[config.mk]
export PLATFORM = sky130hd
export DESIGN_NAME = ram_row_reader
export DESIGN_NICKNAME = d
export VERILOG_FILES = /design/src/rtl/ram_rd_pkg.sv /design/src/rtl/ram_rd_skid_fifo.sv /design/src/rtl/ram_row_reader.sv
export SDC_FILE = /design/constraint.sdc
export NUM_CORES = 1
export LEC_CHECK = 0
export ABC_CLOCK_PERIOD_IN_PS = 2150
export CAP_MARGIN = 0
export CORE_MARGIN = 3
export CORE_UTILIZATION = 45
export CTS_CLUSTER_DIAMETER = 80
export DETAILED_ROUTE_END_ITERATION = 16
export PLACE_DENSITY = 0.75
export SYNTH_ARGS = -nofsm -noshare
export SYNTH_HDL_FRONTEND = slang
export SYNTH_SLANG_ARGS = --single-unit
[constraint.sdc]
create_clock -name clk -period 2.15 [get_ports clk]
set_clock_uncertainty 0.2 [all_clocks]
set_input_delay 0.43 -clock clk [delete_from_list [all_inputs] [get_ports clk]]
set_output_delay 0.43 -clock clk [all_outputs]
set_load 0.05 [all_outputs]
[src/rtl/ram_rd_pkg.sv]
// ram_rd_pkg: shared definitions for the RAM row reader.
//   rd_state_t     : sweep FSM state encoding (IDLE, READ, DRAIN)
//   DEF_ROWS/COLS  : default RAM geometry
//   addr_w()       : address width helper, never returns less than 1 bit
package ram_rd_pkg;

   typedef enum logic [1:0] {
      IDLE  = 2'd0,
      READ  = 2'd1,
      DRAIN = 2'd2
   } rd_state_t;

   localparam int DEF_ROWS = 4;
   localparam int DEF_COLS = 32;

   // Width of an address that selects one of n items.
   function automatic int addr_w(input int n);
      return (n > 1) ? $clog2(n) : 1;
   endfunction

endpackage

[src/rtl/ram_rd_skid_fifo.sv]
// ram_rd_skid_fifo: 2-entry FIFO that absorbs the RAM read latency so the
// reader can stream at one beat per cycle under backpressure.
//   clk, rst : clock, asynchronous active-high reset
//   push,din : write one entry (ignored when full)
//   pop      : drop the head entry (ignored when empty)
//   dout     : head entry, zero while empty after reset
//   empty    : no entries held
//   count    : number of entries held (0..2)
module ram_rd_skid_fifo
   import ram_rd_pkg::*;
#(
   parameter int WIDTH = 9
) (
   input  logic             clk,
   input  logic             rst,
   input  logic             push,
   input  logic [WIDTH-1:0] din,
   input  logic             pop,
   output logic [WIDTH-1:0] dout,
   output logic             empty,
   output logic [1:0]       count
);

   logic [WIDTH-1:0] mem [2];
   logic             wr_ptr;
   logic             rd_ptr;
   logic             do_push;
   logic             do_pop;

   assign empty   = (count == 2'd0);
   assign do_push = push && (count != 2'd2);
   assign do_pop  = pop && !empty;
   assign dout    = mem[rd_ptr];

   always_ff @(posedge clk or posedge rst) begin
      if (rst) begin
         mem[0] <= '0;
         mem[1] <= '0;
         wr_ptr <= 1'b0;
         rd_ptr <= 1'b0;
         count  <= 2'd0;
      end else begin
         if (do_push) begin
            mem[wr_ptr] <= din;
            wr_ptr      <= ~wr_ptr;
         end
         if (do_pop) begin
            rd_ptr <= ~rd_ptr;
         end
         case ({do_push, do_pop})
            2'b10:   count <= count + 2'd1;
            2'b01:   count <= count - 2'd1;
            default: count <= count;
         endcase
      end
   end

endmodule

[src/rtl/ram_row_reader.sv]
// ram_row_reader: sweeps one RAM row (columns 0..COLS-1) through a
// registered 1-cycle-latency read port and streams it out.
//   clk, rst          : clock, asynchronous active-high reset
//   start, row_sel    : request a sweep of row_sel (taken only when idle)
//   busy, done        : sweep in progress / one-cycle completion pulse
//   r_row, r_col      : RAM read address, ram_dout: RAM read data
//   m_valid, m_ready, m_data, m_last : output stream
//   state_dbg         : current FSM state for observation
//
// Stream handshake: a beat transfers on every rising edge where m_valid
// and m_ready are both high; once m_valid rises, m_valid, m_data and
// m_last stay unchanged until that transfer happens.
module ram_row_reader
   import ram_rd_pkg::*;
#(
   parameter int DATA_WIDTH = 8,
   parameter int ROWS       = DEF_ROWS,
   parameter int COLS       = DEF_COLS,
   localparam int RW        = addr_w(ROWS),
   localparam int CW        = addr_w(COLS)
) (
   input  logic                  clk,
   input  logic                  rst,
   input  logic                  start,
   input  logic [RW-1:0]         row_sel,
   output logic                  busy,
   output logic                  done,
   output logic [RW-1:0]         r_row,
   output logic [CW-1:0]         r_col,
   input  logic [DATA_WIDTH-1:0] ram_dout,
   output logic                  m_valid,
   input  logic                  m_ready,
   output logic [DATA_WIDTH-1:0] m_data,
   output logic                  m_last,
   output logic [1:0]            state_dbg
);

   rd_state_t         state;
   logic              inflight;       // a read was issued last cycle
   logic              inflight_last;  // ... and it was column COLS-1
   logic              issue;
   logic              pop;
   logic              last_col;
   logic              row_ok;
   logic              fifo_empty;
   logic [1:0]        occ;
   logic [1:0]        pending;
   logic [DATA_WIDTH:0] head;

   assign state_dbg = state;
   assign busy      = (state != IDLE);
   assign m_valid   = !fifo_empty;
   assign pop       = m_valid && m_ready;
   assign {m_last, m_data} = head;
   assign last_col  = (r_col == CW'(COLS - 1));
   assign row_ok    = ({1'b0, row_sel} < (RW + 1)'(ROWS));

   // Entries buffered plus the one still coming out of the RAM. Issuing is
   // safe whenever that total stays within the 2 buffer slots after this
   // cycle's pop, which is what gives one beat per cycle without overflow.
   assign pending = occ + {1'b0, inflight};

   always_comb begin
      issue = 1'b0;
      if (state == READ) begin
         if (pending < 2'd2) begin
            issue = 1'b1;
         end else if (pending == 2'd2 && pop) begin
            issue = 1'b1;
         end
      end
   end

   always_ff @(posedge clk or posedge rst) begin
      if (rst) begin
         state         <= IDLE;
         r_row         <= '0;
         r_col         <= '0;
         inflight      <= 1'b0;
         inflight_last <= 1'b0;
         done          <= 1'b0;
      end else begin
         inflight      <= issue;
         inflight_last <= issue && last_col;
         done          <= 1'b0;
         case (state)
            IDLE: begin
               if (start && row_ok) begin
                  r_row <= row_sel;
                  r_col <= '0;
                  state <= READ;
               end
            end
            READ: begin
               if (issue) begin
                  // Column COLS-1 is held rather than wrapped so the address
                  // never strays into a neighbouring row.
                  if (last_col) begin
                     state <= DRAIN;
                  end else begin
                     r_col <= r_col + CW'(1);
                  end
               end
            end
            DRAIN: begin
               if (pop && m_last) begin
                  state <= IDLE;
                  done  <= 1'b1;
               end
            end
            default: state <= IDLE;
         endcase
      end
   end

   ram_rd_skid_fifo #(
      .WIDTH (DATA_WIDTH + 1)
   ) u_fifo (
      .clk   (clk),
      .rst   (rst),
      .push  (inflight),
      .din   ({inflight_last, ram_dout}),
      .pop   (pop),
      .dout  (head),
      .empty (fifo_empty),
      .count (occ)
   );

endmodule

==> metrics.txt <==
unrepaired setup endpoints after global routing false; Die H 65.8 um; async set-or-reset flop fraction in the synthesized netlist 100%; # fillers 267; cell family with most CP delay flip-flops; die width 65.8 um; critical path's slowest cell dfrtp_2; warnings from Yosys 0; fmax 0.484 GHz; Synth top area share 52.9%; ordered list of cells on the worst path mux2_2 > buf_4; Starting Density 47.4%; Synth Cell Area 0.00161 mm^2; ys flop type dfrtp_1; H-tree depth 2; Max-slew headroom 62.3%; Post-Synthesis Net Count 139; Detailed Place HPWL 2.27 mm; kind of critical path reg2out; initial antenna violation count 0; NumNets Final 187; Sink Count 34; register area share after synthesis 52.9%; met2 Track Usage GR 24.9%; Yosys cell types 37; Rows 21; global-route wire length before repair 4.94 mm; number of synthesized flops with an enable pin 0; initial DRC count 22; hold_buf cts 0; Syn Inst Count 121; Tcrit/Tclk final 96.1%; clock latency on the worst-skew pair 0.32 ns; DRC viols 0; Buf+Inv Stages, Crit Path 1; most instantiated cells after synthesis dfrtp_1 (34), mux2_2 (29), nand2_1 (6); slew at the pin closest to its max-slew limit 0.564 ns; crit-path max FO 10; CTS tree yes; core footprint 0.00339 mm^2; area leader, netlist dfrtp_1; worst hold path class in2async; synth top area cells dfrtp_1 (53%), mux2_2 (20%), ha_1 (3.1%); vias in the first global route 1111; vias post-DR 1112; critical path's largest stage delay 0.53 ns; total CTS buffers 5; final setup vio count 0; # IOs 35; FF+latch count, synth 34; CTS max path bufs 2; ant diodes 0; max_cap viols 0; Routed Wire Length 2.98 mm; Syn Area/Cell 13.3 um^2; CTS Root Buffer Type clkbuf_4; die area 0.00433 mm^2; Reg clk slew, reported paths 0.11 ns; largest net degree at the start of global routing 19; fin cells 216; status complete, no violations; total grt overflow 0; Hold Fails Final Rpt 0; GR peak layer met2; Initial DRT Pass Iterations 4; layout cell share with drive strength beyond 1 45.9%; vias per cell 5.15; Worst setup SP type register; PortBufs 34; GP Congestion 0.840; GR Util met1 19.2%; Synth-to-Final Area Change 30.5%; crit path DAT 1.44 ns; critical path endpoint category primary output; Tmin final 2.07 ns; placed cells 207; max-slew violation count 0; DRT antenna net count 0; Routed WL per cell 13.8 um; GRT Util Overall 15.1%; met3 Use GR 3.74%; WP data required 1.52 ns; most frequent cell after synthesis dfrtp_1
-- flip-flops by register name (all words and copies together), names as in the netlist --
register and cells:
u_fifo.count 2, u_fifo.rd_ptr 1, state_dbg 2, done 1, inflight 1, r_col 5, u_fifo.wr_ptr 1, inflight_last 1
r_row 2, u_fifo.mem 18
-- per-stage QoR --
step	hold WS, ns	utilization (%)	cell area (um^2)	setup slack, ns	setup TNS, ns
2_1_floorplan	0.274	-	1610	0.00125	0
3_3_place_gp	0.281	59.3	2010	-0.140	-0.140
3_5_place_dp	0.289	59.3	2010	-0.179	-0.179
4_1_cts	0.223	61.2	2070	0.0120	0
5_1_grt	0.253	61.9	2100	0.00814	0
6_report	0.225	61.9	2100	0.0836	0
-- metal layers --
metal  routed length (um)  part of all wire, %
met1                 1230                   41
met2                 1550                   52
met3                  167                  5.6
met4                   36                  1.2
met5                    0                    0
-- cell usage in the layout (no fill, tap or decap), types with 2 or more instances in the layout --
master           netlist  routed
xnor2_1                4       4
buf_4                  0      27
dfrtp_2                0       3
nor2_1                 4       4
ha_1                   4       3
clkdlybuf4s50_1        0      13
and2_1                 2       2
o21ai_0                4       4
dlymetal6s2s_1         0       3
inv_1                  3       3
clkbuf_4               0       5
a21oi_1                2       2
dfrtp_1               34      31
mux2_2                29      29
nand3_1                3       3
nand2_1                6       6
-- tightest hold or removal path, delay by kind of cell --
family                 cells  cell delay [ns]
buffers and inverters      3             0.70
-- final cells by class --
class	count	area (um^2)	share of cell area [%]
Sequential cell	34	855	40.7
Multi-Input combinational cell	82	741	35.3
Clock buffer	6	51.3	2.44
Clock inverter	2	12.5	0.596
Inverter	3	11.3	0.537
Timing Repair Buffer	43	370	17.7
Tap cell	46	57.6	2.74
-- what timing repair did --
action	CTS	global route
buffers inserted	0	1
resized for setup	1	4
endpoints found under the hold margin	0	0
endpoints found under the setup margin	9	4
-- final timing paths --
| kind | start | end | slack, ns | depth (start not counted) |
|---|---|---|---|---|
| worst max-delay path | u_fifo.rd_ptr$_DFFE_PP0P_ | m_last | 0.08 | 2 |
| worst min-delay path | rst | u_fifo.mem[2]$_DFFE_PP0P_ | 0.22 | 3 |
| worst max register to register | inflight$_DFF_PP0_ | r_col[3]$_DFFE_PP0P_ | 0.09 | 5 |
| worst min register to register | inflight_last$_DFF_PP0_ | u_fifo.mem[8]$_DFFE_PP0P_ | 0.31 | 1 |
| max in group asynchronous | rst | u_fifo.rd_ptr$_DFFE_PP0P_ | 1.29 | 3 |
| min in group clk | inflight_last$_DFF_PP0_ | u_fifo.mem[8]$_DFFE_PP0P_ | 0.31 | 1 |
-- logic make-up (layout without fill, tap and decap cells) --
logic type	Yosys count	after routing	synth area share, %
mux	30	30	20.9
simple gates	31	31	12.6
flops	34	34	52.9
compound gates	12	12	5.99
xor+xnor	5	5	2.72
buf+inv	5	54	1.71
fa+ha+maj	4	4	3.11
Power is left out: the tool's default activity adds up to more than one toggle a clock period on the data nets, which glitch-free logic cannot reach.
